$ cat src/rtl/conv2d_64ch_maxpool_reader_pkg.sv
// Shared constants, types and address helper for the 64-channel max-pool reader.
// Constants reflect the default 11x11x64 geometry; the top recomputes them from its parameters.
package conv2d_pool_pkg;

   localparam int IN_H_DEF    = 11;
   localparam int IN_W_DEF    = 11;
   localparam int CH_DEF      = 64;
   localparam int WPP         = CH_DEF / 4;
   localparam int OUT_H       = IN_H_DEF / 2;
   localparam int OUT_W       = IN_W_DEF / 2;
   localparam int TOTAL_WORDS = OUT_H * OUT_W * WPP;

   typedef enum logic [2:0] {
      IDLE,
      READ,
      DRAIN,
      OUT,
      DONE
   } state_t;

   // Four signed int8 channels, lane 0 in bits [7:0].
   typedef logic [3:0][7:0] word4_t;

   function automatic logic [31:0] pix_addr(input logic [31:0] base, input int in_w,
                                            input int wpp, input int r, input int c,
                                            input int w);
      return base + 32'(((r * in_w + c) * wpp + w) * 4);
   endfunction

endpackage

$ cat src/rtl/conv2d_64ch_maxpool_reader_if.sv
// BRAM port B and pooled-output stream bundle of the max-pool reader.
interface conv2d_64ch_maxpool_reader_if;
   logic [31:0] BRAM_PORTB_0_addr;
   logic        BRAM_PORTB_0_en;
   logic [3:0]  BRAM_PORTB_0_we;
   logic [31:0] BRAM_PORTB_0_din;
   logic [31:0] BRAM_PORTB_0_dout;
   logic [31:0] m_data;
   logic        m_valid;
   logic        m_ready;
   logic        m_last;

   modport master (
      output BRAM_PORTB_0_addr, BRAM_PORTB_0_en, BRAM_PORTB_0_we, BRAM_PORTB_0_din,
      output m_data, m_valid, m_last,
      input  BRAM_PORTB_0_dout, m_ready
   );

   modport slave (
      input  BRAM_PORTB_0_addr, BRAM_PORTB_0_en, BRAM_PORTB_0_we, BRAM_PORTB_0_din,
      input  m_data, m_valid, m_last,
      output BRAM_PORTB_0_dout, m_ready
   );
endinterface

$ cat src/rtl/conv2d_64ch_maxpool_reader_max4x8_lane.sv
// Registered lane-wise signed max of an accumulator word and an input word.
// preset loads -128 into every lane and takes priority over fold.
module max4x8_lane
   import conv2d_pool_pkg::*;
(
   input  logic   clk,
   input  logic   rst,
   input  logic   preset,
   input  logic   fold,
   input  word4_t din,
   output word4_t acc
);

   word4_t acc_q;
   word4_t acc_d;

   genvar gi;
   generate
      for (gi = 0; gi < 4; gi++) begin : g_lane
         assign acc_d[gi] = preset ? 8'h80 :
                            (fold && ($signed(din[gi]) > $signed(acc_q[gi]))) ? din[gi] :
                            acc_q[gi];
      end
   endgenerate

   always_ff @(posedge clk) begin
      if (rst) begin
         acc_q <= '0;
      end else begin
         acc_q <= acc_d;
      end
   end

   assign acc = acc_q;

endmodule

$ cat src/rtl/conv2d_64ch_maxpool_reader.sv
// 2x2 stride-2 max pooling over an int8 feature map read through BRAM port B, streamed as 4-lane words.
// Optional build macro MAXPOOL_RELU_EN clamps each output lane to max(lane, 0).
module conv2d_64ch_maxpool_reader
   import conv2d_pool_pkg::*;
#(
   parameter int          IN_H      = 11,
   parameter int          IN_W      = 11,
   parameter int          CH        = 64,
   parameter logic [31:0] BASE_ADDR = 32'h0,
   parameter int          RD_LAT    = 1
) (
   input  logic clk,
   input  logic rst,
   input  logic start,
   output logic busy,
   output logic done,
   conv2d_64ch_maxpool_reader_if.master bus
);

   localparam int WPP_L = CH / 4;
   localparam int OH_L  = IN_H / 2;
   localparam int OW_L  = IN_W / 2;

   state_t        state_q, state_d;
   logic [1:0]    rd_idx_q, rd_idx_d;
   logic [1:0]    drain_q, drain_d;
   logic [15:0]   w_q, w_d, ocol_q, ocol_d, orow_q, orow_d;
   logic          en_q, en_d;
   logic [31:0]   addr_q, addr_d;
   logic          m_valid_q, m_valid_d;
   logic          m_last_q, m_last_d;
   logic          busy_q, busy_d;
   logic          done_q, done_d;
   logic [RD_LAT-1:0] tag_q, tag_d;
   logic          preset;
   logic          is_last;
   logic [15:0]   nw, nocol, norow;
   word4_t        acc_word;

   // Read k of a quad: bit 1 selects the lower source row, bit 0 the right source column.
   function automatic logic [31:0] src_addr(input logic [15:0] orow, input logic [15:0] ocol,
                                            input logic [15:0] w, input logic [1:0] k);
      return pix_addr(BASE_ADDR, IN_W, WPP_L, 2 * int'(orow) + int'(k[1]),
                      2 * int'(ocol) + int'(k[0]), int'(w));
   endfunction

   assign is_last = (orow_q == 16'(OH_L - 1)) && (ocol_q == 16'(OW_L - 1)) &&
                    (w_q == 16'(WPP_L - 1));

   always_comb begin
      nw    = w_q + 16'd1;
      nocol = ocol_q;
      norow = orow_q;
      if (w_q == 16'(WPP_L - 1)) begin
         nw    = 16'd0;
         nocol = ocol_q + 16'd1;
         if (ocol_q == 16'(OW_L - 1)) begin
            nocol = 16'd0;
            norow = orow_q + 16'd1;
         end
      end
   end

   always_comb begin
      state_d   = state_q;
      rd_idx_d  = rd_idx_q;
      drain_d   = drain_q;
      w_d       = w_q;
      ocol_d    = ocol_q;
      orow_d    = orow_q;
      en_d      = 1'b0;
      addr_d    = addr_q;
      m_valid_d = m_valid_q;
      m_last_d  = m_last_q;
      busy_d    = busy_q;
      done_d    = 1'b0;
      preset    = 1'b0;
      case (state_q)
         IDLE: begin
            if (start) begin
               state_d  = READ;
               rd_idx_d = 2'd0;
               drain_d  = 2'd0;
               w_d      = 16'd0;
               ocol_d   = 16'd0;
               orow_d   = 16'd0;
               busy_d   = 1'b1;
               en_d     = 1'b1;
               addr_d   = src_addr(16'd0, 16'd0, 16'd0, 2'd0);
            end
         end
         READ: begin
            preset = (rd_idx_q == 2'd0);
            if (rd_idx_q == 2'd3) begin
               state_d = DRAIN;
               drain_d = 2'd0;
            end else begin
               rd_idx_d = rd_idx_q + 2'd1;
               en_d     = 1'b1;
               addr_d   = src_addr(orow_q, ocol_q, w_q, rd_idx_q + 2'd1);
            end
         end
         DRAIN: begin
            if (drain_q == 2'(RD_LAT - 1)) begin
               state_d   = OUT;
               m_valid_d = 1'b1;
               m_last_d  = is_last;
            end else begin
               drain_d = drain_q + 2'd1;
            end
         end
         OUT: begin
            if (bus.m_ready) begin
               m_valid_d = 1'b0;
               m_last_d  = 1'b0;
               if (is_last) begin
                  state_d = DONE;
                  done_d  = 1'b1;
               end else begin
                  state_d  = READ;
                  rd_idx_d = 2'd0;
                  w_d      = nw;
                  ocol_d   = nocol;
                  orow_d   = norow;
                  en_d     = 1'b1;
                  addr_d   = src_addr(norow, nocol, nw, 2'd0);
               end
            end
         end
         DONE: begin
            busy_d  = 1'b0;
            state_d = IDLE;
         end
         default: state_d = IDLE;
      endcase
   end

   // Tag pipeline follows en so returned data is folded only in the cycle it lands.
   generate
      if (RD_LAT == 1) begin : g_tag1
         assign tag_d = en_q;
      end else begin : g_tagn
         assign tag_d = {tag_q[RD_LAT-2:0], en_q};
      end
   endgenerate

   always_ff @(posedge clk) begin
      if (rst) begin
         state_q   <= IDLE;
         rd_idx_q  <= '0;
         drain_q   <= '0;
         w_q       <= '0;
         ocol_q    <= '0;
         orow_q    <= '0;
         en_q      <= 1'b0;
         addr_q    <= '0;
         m_valid_q <= 1'b0;
         m_last_q  <= 1'b0;
         busy_q    <= 1'b0;
         done_q    <= 1'b0;
         tag_q     <= '0;
      end else begin
         state_q   <= state_d;
         rd_idx_q  <= rd_idx_d;
         drain_q   <= drain_d;
         w_q       <= w_d;
         ocol_q    <= ocol_d;
         orow_q    <= orow_d;
         en_q      <= en_d;
         addr_q    <= addr_d;
         m_valid_q <= m_valid_d;
         m_last_q  <= m_last_d;
         busy_q    <= busy_d;
         done_q    <= done_d;
         tag_q     <= tag_d;
      end
   end

   max4x8_lane u_max (
      .clk    (clk),
      .rst    (rst),
      .preset (preset),
      .fold   (tag_q[RD_LAT-1]),
      .din    (bus.BRAM_PORTB_0_dout),
      .acc    (acc_word)
   );

`ifdef MAXPOOL_RELU_EN
   word4_t relu_word;
   genvar gi;
   generate
      for (gi = 0; gi < 4; gi++) begin : g_relu
         assign relu_word[gi] = acc_word[gi][7] ? 8'h00 : acc_word[gi];
      end
   endgenerate
   assign bus.m_data = relu_word;
`else
   assign bus.m_data = acc_word;
`endif

   assign bus.BRAM_PORTB_0_addr = addr_q;
   assign bus.BRAM_PORTB_0_en   = en_q;
   assign bus.BRAM_PORTB_0_we   = 4'b0000;
   assign bus.BRAM_PORTB_0_din  = 32'h0;
   assign bus.m_valid           = m_valid_q;
   assign bus.m_last            = m_last_q;
   assign busy                  = busy_q;
   assign done                  = done_q;

endmodule

$ cat src/flat_wrapper.sv
// flat-port wrapper written by rule: the top's interface ports become plain ports
module conv2d_64ch_maxpool_reader_flat import conv2d_pool_pkg::*;
#(
   parameter int          IN_H      = 11,
   parameter int          IN_W      = 11,
   parameter int          CH        = 64,
   parameter logic [31:0] BASE_ADDR = 32'h0,
   parameter int          RD_LAT    = 1
)
  (clk, rst, start, busy, done, bus_BRAM_PORTB_0_addr, bus_BRAM_PORTB_0_en, bus_BRAM_PORTB_0_we, bus_BRAM_PORTB_0_din, bus_m_data, bus_m_valid, bus_m_last, bus_BRAM_PORTB_0_dout, bus_m_ready);
  conv2d_64ch_maxpool_reader_if bus_i ();
  input  logic clk;
  input  logic rst;
  input  logic start;
  output logic busy;
  output logic done;
  output wire logic [$bits(bus_i.BRAM_PORTB_0_addr)-1:0] bus_BRAM_PORTB_0_addr;
  output wire logic [$bits(bus_i.BRAM_PORTB_0_en)-1:0] bus_BRAM_PORTB_0_en;
  output wire logic [$bits(bus_i.BRAM_PORTB_0_we)-1:0] bus_BRAM_PORTB_0_we;
  output wire logic [$bits(bus_i.BRAM_PORTB_0_din)-1:0] bus_BRAM_PORTB_0_din;
  output wire logic [$bits(bus_i.m_data)-1:0] bus_m_data;
  output wire logic [$bits(bus_i.m_valid)-1:0] bus_m_valid;
  output wire logic [$bits(bus_i.m_last)-1:0] bus_m_last;
  input wire logic [$bits(bus_i.BRAM_PORTB_0_dout)-1:0] bus_BRAM_PORTB_0_dout;
  input wire logic [$bits(bus_i.m_ready)-1:0] bus_m_ready;
  assign bus_BRAM_PORTB_0_addr = bus_i.BRAM_PORTB_0_addr;
  assign bus_BRAM_PORTB_0_en = bus_i.BRAM_PORTB_0_en;
  assign bus_BRAM_PORTB_0_we = bus_i.BRAM_PORTB_0_we;
  assign bus_BRAM_PORTB_0_din = bus_i.BRAM_PORTB_0_din;
  assign bus_m_data = bus_i.m_data;
  assign bus_m_valid = bus_i.m_valid;
  assign bus_m_last = bus_i.m_last;
  assign bus_i.BRAM_PORTB_0_dout = bus_BRAM_PORTB_0_dout;
  assign bus_i.m_ready = bus_m_ready;
  conv2d_64ch_maxpool_reader #(.IN_H(IN_H), .IN_W(IN_W), .CH(CH), .BASE_ADDR(BASE_ADDR), .RD_LAT(RD_LAT)) u_core (.clk(clk), .rst(rst), .start(start), .busy(busy), .done(done), .bus(bus_i));
endmodule
$ cat config.mk
export PLATFORM = sky130hd
export DESIGN_NAME = conv2d_64ch_maxpool_reader_flat
export DESIGN_NICKNAME = d
export VERILOG_FILES = /design/src/rtl/conv2d_64ch_maxpool_reader_pkg.sv /design/src/rtl/conv2d_64ch_maxpool_reader_if.sv /design/src/rtl/conv2d_64ch_maxpool_reader_max4x8_lane.sv /design/src/rtl/conv2d_64ch_maxpool_reader.sv /design/src/flat_wrapper.sv
export SDC_FILE = /design/constraint.sdc
export NUM_CORES = 1
export LEC_CHECK = 0
export BUFFER_PORTS_ARGS = -buffer_cell sky130_fd_sc_hd__clkbuf_2
export CAP_MARGIN = 20
export CELL_PAD_IN_SITES_DETAIL_PLACEMENT = 0
export CELL_PAD_IN_SITES_GLOBAL_PLACEMENT = 1
export CORE_AREA = 2 2 201 184
export CTS_CLUSTER_DIAMETER = 120
export DETAILED_ROUTE_END_ITERATION = 7
export DIE_AREA = 0 0 203 186
export PLACE_DENSITY = 0.69
export SLEW_MARGIN = 10
export SYNTH_ARGS = -nofsm -noshare
export SYNTH_HDL_FRONTEND = slang
export SYNTH_HIERARCHICAL = 1
export SYNTH_SLANG_ARGS = --single-unit
$ cat constraint.sdc
create_clock -name clk -period 11.3 [get_ports clk]
set_input_delay 1.13 -clock clk [delete_from_list [all_inputs] [get_ports clk]]
set_output_delay 1.13 -clock clk [all_outputs]
set_load 0.05 [all_outputs]
### Word-level counts from Yosys, hierarchy flattened

Index checks and enable logic that the tools add are counted.

| word-level totals | value |
|---|---|
| input bits | 36 |
| output and inout bits | 105 |
| bits in registers | 125 |

| cells by class | value |
|---|---|
| magnitude comparators | 4 |
| equal/unequal tests | 15 |
| reductions and logical operators | 26 |
| multiplexer cells | 56 |
| bitwise gates (word level) | 2 |
| add/sub/neg operators | 11 |
| $mul | 2 |

Operators by type and width:

| cell | count |
|---|---|
| $mux 16 | 12 |
| $mux 32 | 4 |
| $pmux 16 s2 | 3 |
| $pmux 32 s3 | 1 |
| $mux 8 | 8 |
| $add 30x17->30 | 2 |
| $add 16x1->16 const B | 3 |
| $add 17x1->18 | 2 |
| $eq 16x3->1 const B | 2 |
| $gt 8x8->1 | 4 |
| $mul 32x5->26 const B | 1 |
| $add 26x18->26 | 1 |
| $add 26x26->26 | 1 |
| $mul 16x4->20 const B | 1 |
| $eq 16x4->1 const B | 1 |
| $mux 3 | 5 |
| $reduce_bool 2->1 | 7 |
| $mux 2 | 6 |
| $pmux 2 s3 | 2 |
| $pmux 3 s4 | 1 |
| $reduce_and 4->1 | 3 |
| $mux 1 | 10 |
| $ne 2x2->1 const B | 5 |
| $eq 3x2->1 const B | 2 |
| other kinds (17) | 29 |

### Longest topological paths before layout

Gate-level depths: netlist of run 1.

| logic depth | value |
|---|---|
| word-level depth | 9 |
| mapped depth | 33 |

### Modules after synthesis

The synthesis of run 1 kept the hierarchy.

Modules (own cells, without submodules):

| module | sequential area each (um2) | area each (um2) | times used | cells each |
|---|---|---|---|---|
| conv2d_64ch_maxpool_reader | 1,761.7 | 10,602.7 | 1 | 1,353 |
| max4x8_lane | 640.6 | 2,073.2 | 1 | 251 |

### Least setup slack after synthesis of run 1

OpenSTA, ideal clock, no wires.

| path | value |
|---|---|
| path kind | register to register |
| start point | reg u_core.ocol_q[1] |
| end point | reg u_core.addr_q[27], in the netlist u_core/bus.BRAM_PORTB_0_addr[27] |
| setup slack | 4.861 ns |
| arrival | 6.360 ns |
| path buffers | 0 |
| cell stages (with the launch flop) | 29 |
| period minus slack after synthesis | 6.439 ns |
| path through | dfxtp_1 > inv_1 > ha_1 > nor4b_1 > nand4_1 > nor2_2 > nand4_1 > xnor2_1 > ha_1 > inv_1 > fa_1 > inv_1 > ha_1 > nor2b_4 > o31a_1 > o41a_1 > a21o_2 > a21oi_1 > xnor2_1 > ha_1 > or3_1 > o211ai_1 > a21oi_1 > a21oi_1 > xnor2_1 > a31o_2 > nand3_2 > or4_4 > a211oi_2 |

| between the ends | value |
|---|---|
| longest elaborated chain between the ends | 9 |
| elaborated cells between the ends (all ways) | 20 |

RTL lines:

| what | RTL line | source |
|---|---|---|
| start: declaration | conv2d_64ch_maxpool_reader.sv:27 | `logic [15:0] w_q, w_d, ocol_q, ocol_d, orow_q, orow_d;` |
| start signal: assignment | conv2d_64ch_maxpool_reader.sv:167 | `ocol_q <= ocol_d;` |
| $eq 16x3->1 | conv2d_64ch_maxpool_reader.sv:47, conv2d_64ch_maxpool_reader.sv:57 |  |
| $mux 16 | conv2d_64ch_maxpool_reader.sv:57 | `if (ocol_q == 16'(OW_L - 1)) begin` |
| $mux 16 | conv2d_64ch_maxpool_reader.sv:54 | `if (w_q == 16'(WPP_L - 1)) begin` |
| $mul 16x4->20 | conv2d_64ch_maxpool_reader_pkg.sv:27 | `return base + 32'(((r * in_w + c) * wpp + w) * 4);` |
| $add 26x18->26 | conv2d_64ch_maxpool_reader_pkg.sv:27 |  |
| $add 30x17->30 | conv2d_64ch_maxpool_reader_pkg.sv:27 |  |
| $mux 32 | conv2d_64ch_maxpool_reader.sv:116 | `if (is_last) begin` |
| $mux 32 | conv2d_64ch_maxpool_reader.sv:113 | `if (bus.m_ready) begin` |
| $pmux 32 s3 | conv2d_64ch_maxpool_reader.sv:78 | `case (state_q)` |
| end signal: assignment | conv2d_64ch_maxpool_reader.sv:170 | `addr_q <= addr_d;` |
| end: declaration | conv2d_64ch_maxpool_reader.sv:29 | `logic [31:0] addr_q, addr_d;` |

Parallel ways exist; a longest one is shown, timed or not. The select of a mux whose other input is x is not followed.
A chain may end at the register's enable or synchronous reset.

### Worst setup path after layout of run 1

| path | value |
|---|---|
| start point | reg u_core.w_q[0] |
| end point | reg u_core.addr_q[27], in the netlist u_core/bus.BRAM_PORTB_0_addr[27] |

| between the ends | value |
|---|---|
| longest elaborated chain between the ends | 8 |
| elaborated cells between the ends (all ways) | 16 |

RTL lines:

| what | RTL line | source |
|---|---|---|
| start: declaration | conv2d_64ch_maxpool_reader.sv:27 |  |
| start signal: assignment | conv2d_64ch_maxpool_reader.sv:166 | `w_q <= w_d;` |
| $eq 16x4->1 | conv2d_64ch_maxpool_reader.sv:48, conv2d_64ch_maxpool_reader.sv:54 |  |
| $mux 16 | conv2d_64ch_maxpool_reader.sv:54 |  |
| $mul 16x4->20 | conv2d_64ch_maxpool_reader_pkg.sv:27 |  |
| $add 26x18->26 | conv2d_64ch_maxpool_reader_pkg.sv:27 |  |
| $add 30x17->30 | conv2d_64ch_maxpool_reader_pkg.sv:27 |  |
| $mux 32 | conv2d_64ch_maxpool_reader.sv:116 |  |
| $mux 32 | conv2d_64ch_maxpool_reader.sv:113 |  |
| $pmux 32 s3 | conv2d_64ch_maxpool_reader.sv:78 |  |

Parallel ways exist; a longest one is shown, timed or not. The select of a mux whose other input is x is not followed.

==> results of run 1 <==
[Yosys cell counts (all sizes together) (12+ instances only)]
library cell  count
a211oi           24
a21o             33
a21oi           120
a22oi            34
a31oi            12
and3             21
buf              47
clkbuf           41
dfxtp           120
fa               45
ha              159
inv             210
mux2i            17
nand2            70
nand2b           15
nand3            56
nand4            18
nor2            154
nor2b            14
nor3             39
o211ai           18
o21ai            82
xnor2            84
xor2             35
[kinds of logic (layout without fill, tap and decap cells)]
family                   count (synthesis)  count (layout)  share of synthesized area [%]
multiplexers                            17              17                           1.34
AND/OR/NAND/NOR                        449             449                           17.9
adder cells (fa/ha/maj)                204             204                           22.8
flip-flops                             120             120                           19.0
AO/OA/AOI/OAI                          396             396                           20.6
other                                    1              41                         0.0296
buffers and inverters                  298             347                           10.1
XOR/XNOR                               119             119                           8.22
[cell usage in the layout, fill, tap and decap left out, types with 6 or more instances in the layout]
cell type  synthesis  final
o21ai_0           53     53
mux2i_1           17     17
a211oi_1          23     23
a21oi_1          120    120
nor3_1            38     37
clkbuf_2           2     98
nand4_1           16     16
nor2b_1           13     13
conb_1             1     41
xnor2_1           84     84
clkbuf_16          0     17
or3_1              7      7
fa_1              45     45
nor4_1            10     10
inv_1            210    210
and4_1            10     10
buf_4             41      7
a311oi_1           6      6
ha_1             159    159
and2_1             8      8
xor2_1            35     35
nand2b_1          15     15
a221oi_1           6      6
and3_1            20     20
nand3_1           54     54
a21o_1            31     31
o21ai_1           29     28
a22oi_1           34     34
nor2_1           151    150
nand2_1           70     70
a31oi_1           10     10
dfxtp_1          120    120
o211ai_1          18     18
o21a_1            10     10
[power by group through the flow]
stage	sequential, µW	combinational [µW]	clock (µW)
after CTS	444	188	573
after global placement	453	187	0
final	444	187	557
after global routing	446	204	590
after floorplan	491	116	0
after detailed placement	454	187	0
[sequential cells by signal (all words and copies together), names as in the netlist]
register	cells
u_core/tag_q	1
u_core/bus.BRAM_PORTB_0_en	1
u_core/bus.m_last	1
u_core/busy	1
u_core/ocol_q	16
u_core/done	1
u_core/orow_q	16
u_core/bus.BRAM_PORTB_0_addr	27
u_core/state_q	3
u_core/u_max/acc	32
u_core/drain_q	2
u_core/w_q	16
u_core/rd_idx_q	2
u_core/bus.m_valid	1
[worst reg2reg max path: cells and delay by family, from the launching register on]
| family | cells | cell delay [ps] |
|---|---|---|
| and+or+nand+nor | 8 | 3130 |
| DFF | 1 | 420 |
| adders and majority gates | 5 | 1750 |
| buffers and inverters | 2 | 90 |
| AOI/OAI and AO/OA | 8 | 1830 |
| xor gates and xnor gates | 3 | 650 |
[worst max path at each step]
| stage | from | endpoint | slack, ps | cells after the start |
|---|---|---|---|---|
| 2_1_floorplan | u_core/ocol_q[1] | u_core/bus.BRAM_PORTB_0_addr[27] | 4860 | 28 |
| 3_3_place_gp | u_core/w_q[0] | u_core/bus.BRAM_PORTB_0_addr[27] | 3710 | 27 |
| 4_1_cts | u_core/w_q[0] | u_core/bus.BRAM_PORTB_0_addr[27] | 3480 | 26 |
| 5_1_grt | u_core/w_q[0] | u_core/bus.BRAM_PORTB_0_addr[27] | 2760 | 26 |
| 3_5_place_dp | u_core/w_q[0] | u_core/bus.BRAM_PORTB_0_addr[27] | 3520 | 28 |
| 6_report | u_core/w_q[0] | u_core/bus.BRAM_PORTB_0_addr[27] | 3340 | 26 |
[final cells by class]
class,instances,area share [%]
flip-flops and latches,120,17.1
repair buffers,105,3.86
clock buffers,22,3.30
inverters,210,5.60
multi-input cells,1226,65.1
clock inverters,10,0.853
well taps,476,4.23
[metrics by stage]
stage / area (µm²) / setup WS, ps / hold slack, ps / power (µW) / utilization, %
final: 14100 / 3340 / 474 / 1190 / 39.6
after global placement: 13500 / 3710 / 461 / 640 / 37.9
after detailed placement: 13500 / 3520 / 468 / 641 / 37.9
after global routing: 14100 / 2760 / 492 / 1240 / 39.6
after CTS: 14100 / 3480 / 476 / 1210 / 39.6
after floorplan: 12800 / 4860 / 460 / 607 / -
[routing by layer]
metal | vias up | share of wire (%) | global-route usage, %
met3 | 19 | 5.2 | 2.89
met1 | 5353 | 50 | 26.6
met5 | - | 0 | 0
li1 | 5685 | - | -
met4 | 0 | 1.0 | 4.47
met2 | 228 | 44 | 28.9
==> out/metrics.cfg, run 1 <==
[status]
status = finished, final reports clean

[clock_tree]
cts-root-buf = clkbuf_16
numCtsBuffers = 17
htree_levels = 4
cts.sinks = 120
clk_pin_slew_ps = 60
clk_latency_ps = 440
post_cts_buffers = 0
ctsResizeCount = 0
clockBufferDepth = 2
cts_hold_buf = 0
tritoncts = yes

[power_and_ir_drop]
leakage_uw = 0.00664
sequentialPowerShare_pct = 37.4
power_switching_uw = 371
peakVddDrop_v = 0.0000755
combPwrFrac_pct = 15.7
pwr-share-clk_pct = 46.9
swShare_pct = 31.2
powerDensity_nw_per_um2 = 84.4
p_int_uw = 818

[critical_path]
critPathMaxFanout = 15
max_stage_delay_ps = 710
rr_endpoint = u_core/bus.BRAM_PORTB_0_addr[27]
crit_arrival_ps = 8310
path_delay_family = simple AND/OR/NAND/NOR gates
crit_type = register to register
crit_top_cell = ha_1
critPathSlowestCell = nand4_1
critical_path.startpoint_type = register
endpoint_kind = register
reg2reg_depth = 26
path_buf_inv = 2
reg2reg_setup_slack_ps = 3340
worstPathRequired_ps = 11650
worstReg2RegStart = u_core/w_q[0]

[global_routing]
grt_pass1_wl_mm = 55.7
grt_pass1_vias = 10600
globalRouteOverflowTotal = 0
grt_max_degree = 54
antenna_found_initial = 0
grt_usage_pct = 18.5

[logic_synthesis]
async_flop_share_pct = 0
seq_area_frac_synth_pct = 19.0
synthFlopType = dfxtp_1
synth.distinct_cells = 86
ys_top_cells_by_area = dfxtp_1 19%, ha_1 16%, fa_1 7.1%, inv_1 6.2%, xnor2_1 5.8%
synthCells = 1604
synth_top_area_share_pct = 19.0
synth_area_per_cell_um2 = 7.90
synth_edf_count = 0
yosys_warnings = 6
synth_area_um2 = 12700
ys_seq_elements = 120
synth_largest_area_cell = dfxtp_1

[detailed_routing]
wl_mm = 34.5
ant_nets = 0
drt_iter0_markers = 688
drt_pass1_iterations = 5
wl_per_cell_um = 15.9
drt-vias-per-instance = 5.20
vias = 11300
drc = 0

[placed_design]
gp_congestion = 0.865
portBuffers = 99
dpl.hpwl_mm = 26.9
post-place-cells = 2137

[finish]
multi_input_comb_area_um2 = 9170
finalNetCount = 1920
drive_above_1_share_pct = 10.1
seq_area_um2 = 2400
final-instance-count-excl-fill = 2169
synthToLayoutAreaGrowth_pct = 11.1
fillCellCount = 3735
diodes = 0

[min_path]
worstHoldPathCells = 1
min_from = u_core/bus.BRAM_PORTB_0_addr[28]
holdPathEnd = u_core/bus.BRAM_PORTB_0_addr[28]
hp-class = register to register

[timing]
tightest_slew_ps = 880
relSlewSlack_pct = 41.1
min_period_ps = 7960
setup_viol = 0
rsz0062_at_grt = false
drv_slew = 0
setup_tns_ps = 0
post-route-period-util_pct = 70.5
fmax_ghz = 0.126
finClkSkew_ps = 11.4
finalHoldViolCount = 0

[die]
die_w_um = 203
die_h_um = 186
num_rows = 66
initial_core_util_pct = 35.6
core_area_um2 = 35600
dieArea_um2 = 37800
pin_count = 141

[job]
drv_cap = 0

Power figures use the tool's default switching activity.
==> run 2, diff against run 1 <==
ABC_AREA = 1   (was unset)
CORE_AREA = 2 2 206 188   (was 2 2 201 184)
DIE_AREA = 0 0 208 190   (was 0 0 203 186)
PLACE_DENSITY = 0.72   (was 0.69)
clock period = 8.07 ns   (was 11.3 ns; I/O delays follow)
==> out/metrics.cfg, run 2 <==
[critical_path]
crit_top_cell = nand3_1
reg2reg_depth = 37
endpoint_kind = register
crit_type = register to register
worstReg2RegStart = u_core/w_q[0]
worstPathRequired_ps = 8390
critical_path.startpoint_type = register
critPathSlowestCell = fa_1
crit_arrival_ps = 7160
max_stage_delay_ps = 490
reg2reg_setup_slack_ps = 1230
rr_endpoint = u_core/bus.BRAM_PORTB_0_addr[25]
critPathMaxFanout = 11

[global_routing]
grt_use_met2_pct = 33.5
antenna_found_initial = 0
grt_use_met3_pct = 3.02
grt_pass1_vias = 11900
top_usage_layer = met2
globalRouteOverflowTotal = 0
grt_max_degree = 62
grt_usage_pct = 20.3
grt_pass1_wl_mm = 63.8
use_met1_pct = 27.6

[clock_tree]
ctsResizeCount = 0
htree_levels = 4
clockBufferDepth = 2
post_cts_buffers = 0
clk_latency_ps = 430
clk_pin_slew_ps = 60
tritoncts = yes
cts_hold_buf = 0
numCtsBuffers = 17
cts.sinks = 120
cts-root-buf = clkbuf_16

[power_and_ir_drop]
sequentialPowerShare_pct = 26.7
p_int_uw = 1560
power_switching_uw = 1420
pwr-share-clk_pct = 27.8
peakVddDrop_v = 0.000154
leakage_uw = 0.00767
swShare_pct = 47.6
powerDensity_nw_per_um2 = 202
combPwrFrac_pct = 45.6

[detailed_routing]
drt-vias-per-instance = 4.89
drt_pass1_iterations = 5
drc = 0
drt_iter0_markers = 827
ant_nets = 0
wl_per_cell_um = 15.4
wl_mm = 40.3
vias = 12800

[die]
num_rows = 68
core_area_um2 = 37600
pin_count = 141
die_w_um = 208
dieArea_um2 = 39500
initial_core_util_pct = 35.4
die_h_um = 190

[logic_synthesis]
synth.most_common_cell = nand2_1
synth_area_um2 = 13300
yosys_warnings = 6
ys_seq_elements = 120
synth_edf_count = 0
synth_largest_area_cell = dfxtp_1
synth.distinct_cells = 59
ys_top_cells_by_area = dfxtp_1 18%, ha_1 15%, nand2_1 12%, inv_1 11%, a21oi_1 6.9%
synthCells = 2021
synthFlopType = dfxtp_1
synth_top_area_share_pct = 18.1
synth_area_per_cell_um2 = 6.58
seq_area_frac_synth_pct = 18.1
async_flop_share_pct = 0
synthTopCellsByCount = 436 x nand2_1, 384 x inv_1, 184 x a21oi_1, 162 x nor2_1, 159 x ha_1

[finish]
largest_reg_flops = 32
drive_above_1_share_pct = 8.82
finalNetCount = 2349
layout_common_cells = 436 x nand2_1, 384 x inv_1, 184 x a21oi_1, 162 x nor2_1, 159 x ha_1
synthToLayoutAreaGrowth_pct = 10.9
final_common_cell = nand2_1
diodes = 0

[timing]
finClkSkew_ps = 13.6
relSlewSlack_pct = 32.1
finalHoldViolCount = 0
setup_tns_ps = 0
hold_slack_ps = 423
tightest_slew_ps = 1020
min_period_ps = 6840
drv_slew = 0
fmax_ghz = 0.146
setup_viol = 0
post-route-period-util_pct = 84.8
rsz0062_at_grt = false

[placed_design]
portBuffers = 99
gp_congestion = 0.869
dpl.hpwl_mm = 33.3

[min_path]
hp-class = register to register
holdPathEnd = u_core/tag_q
worstHoldPathCells = 2
min_from = u_core/bus.BRAM_PORTB_0_en

[status]
status = finished, final reports clean

[job]
drv_cap = 0

run 2: cell type report:
cell class,count,area [µm²]
fill,4142,22900
multi-input combinational,1473,9090
sequential,120,2400
inverter,394,1490
tap,490,613
timing repair buffer,103,526
clock buffer,19,453
clock inverter,12,164
run 2: metrics by stage:
stage | std cells | power (µW) | instance area [µm²] | utilization (%) | setup WS [ps]
2_1_floorplan | 2061 | 1850 | 13400 | - | 2100
3_5_place_dp | 2580 | 2170 | 14100 | 37.6 | 1220
5_1_grt | 2611 | 3170 | 14700 | 39.2 | 371
3_3_place_gp | 2580 | 2160 | 14100 | 37.6 | 1390
4_1_cts | 2611 | 3010 | 14700 | 39.2 | 1190
6_report | 2611 | 2980 | 14700 | 39.2 | 1230
run 2: worst max-delay path, delay by kind of cell, from the launching register on:
kind / cells / cell delay (ps)
adder cells (fa/ha/maj): 6 / 1990
flip-flops: 1 / 410
AO/OA/AOI/OAI: 5 / 1000
XOR/XNOR: 3 / 660
AND/OR/NAND/NOR: 18 / 2290
buffers and inverters: 5 / 400
run 2: worst max path at each step:
stage,start,endpoint,slack (ps),cells past startpoint
after floorplan,u_core/w_q[0],u_core/bus.BRAM_PORTB_0_addr[25],2100,38
after global placement,u_core/w_q[0],u_core/bus.BRAM_PORTB_0_addr[25],1390,37
after detailed placement,u_core/w_q[0],u_core/bus.BRAM_PORTB_0_addr[25],1220,37
after CTS,u_core/w_q[0],u_core/bus.BRAM_PORTB_0_addr[25],1190,37
after global routing,u_core/w_q[0],u_core/bus.BRAM_PORTB_0_addr[27],370,39
final,u_core/w_q[0],u_core/bus.BRAM_PORTB_0_addr[25],1230,37
run 2: cells by family (layout without fill, tap and decap cells):
kind of cell               after synthesis  after routing  synth area share, %
and+or+nand+nor                        801            801                 26.4
buffers and inverters                  468            528                 14.7
AOI/OAI and AO/OA                      366            366                 14.9
adders and majority gates              204            204                 21.7
DFF                                    120            120                 18.1
xor gates and xnor gates                61             61                 4.13
other                                    1             41               0.0282
run 2: metal layers:
metal | wire (µm) | share of wire (%)
met5 | 0 | 0
met4 | 830 | 2.1
met3 | 1820 | 4.5
met2 | 18000 | 45
met1 | 19700 | 49
run 2: power groups by stage:
stage / clock, µW / sequential [µW] / combinational [µW]
6_report: 828 / 796 / 1360
3_3_place_gp: 0 / 806 / 1350
4_1_cts: 846 / 797 / 1360
2_1_floorplan: 0 / 1120 / 731
5_1_grt: 868 / 811 / 1490
3_5_place_dp: 0 / 809 / 1360
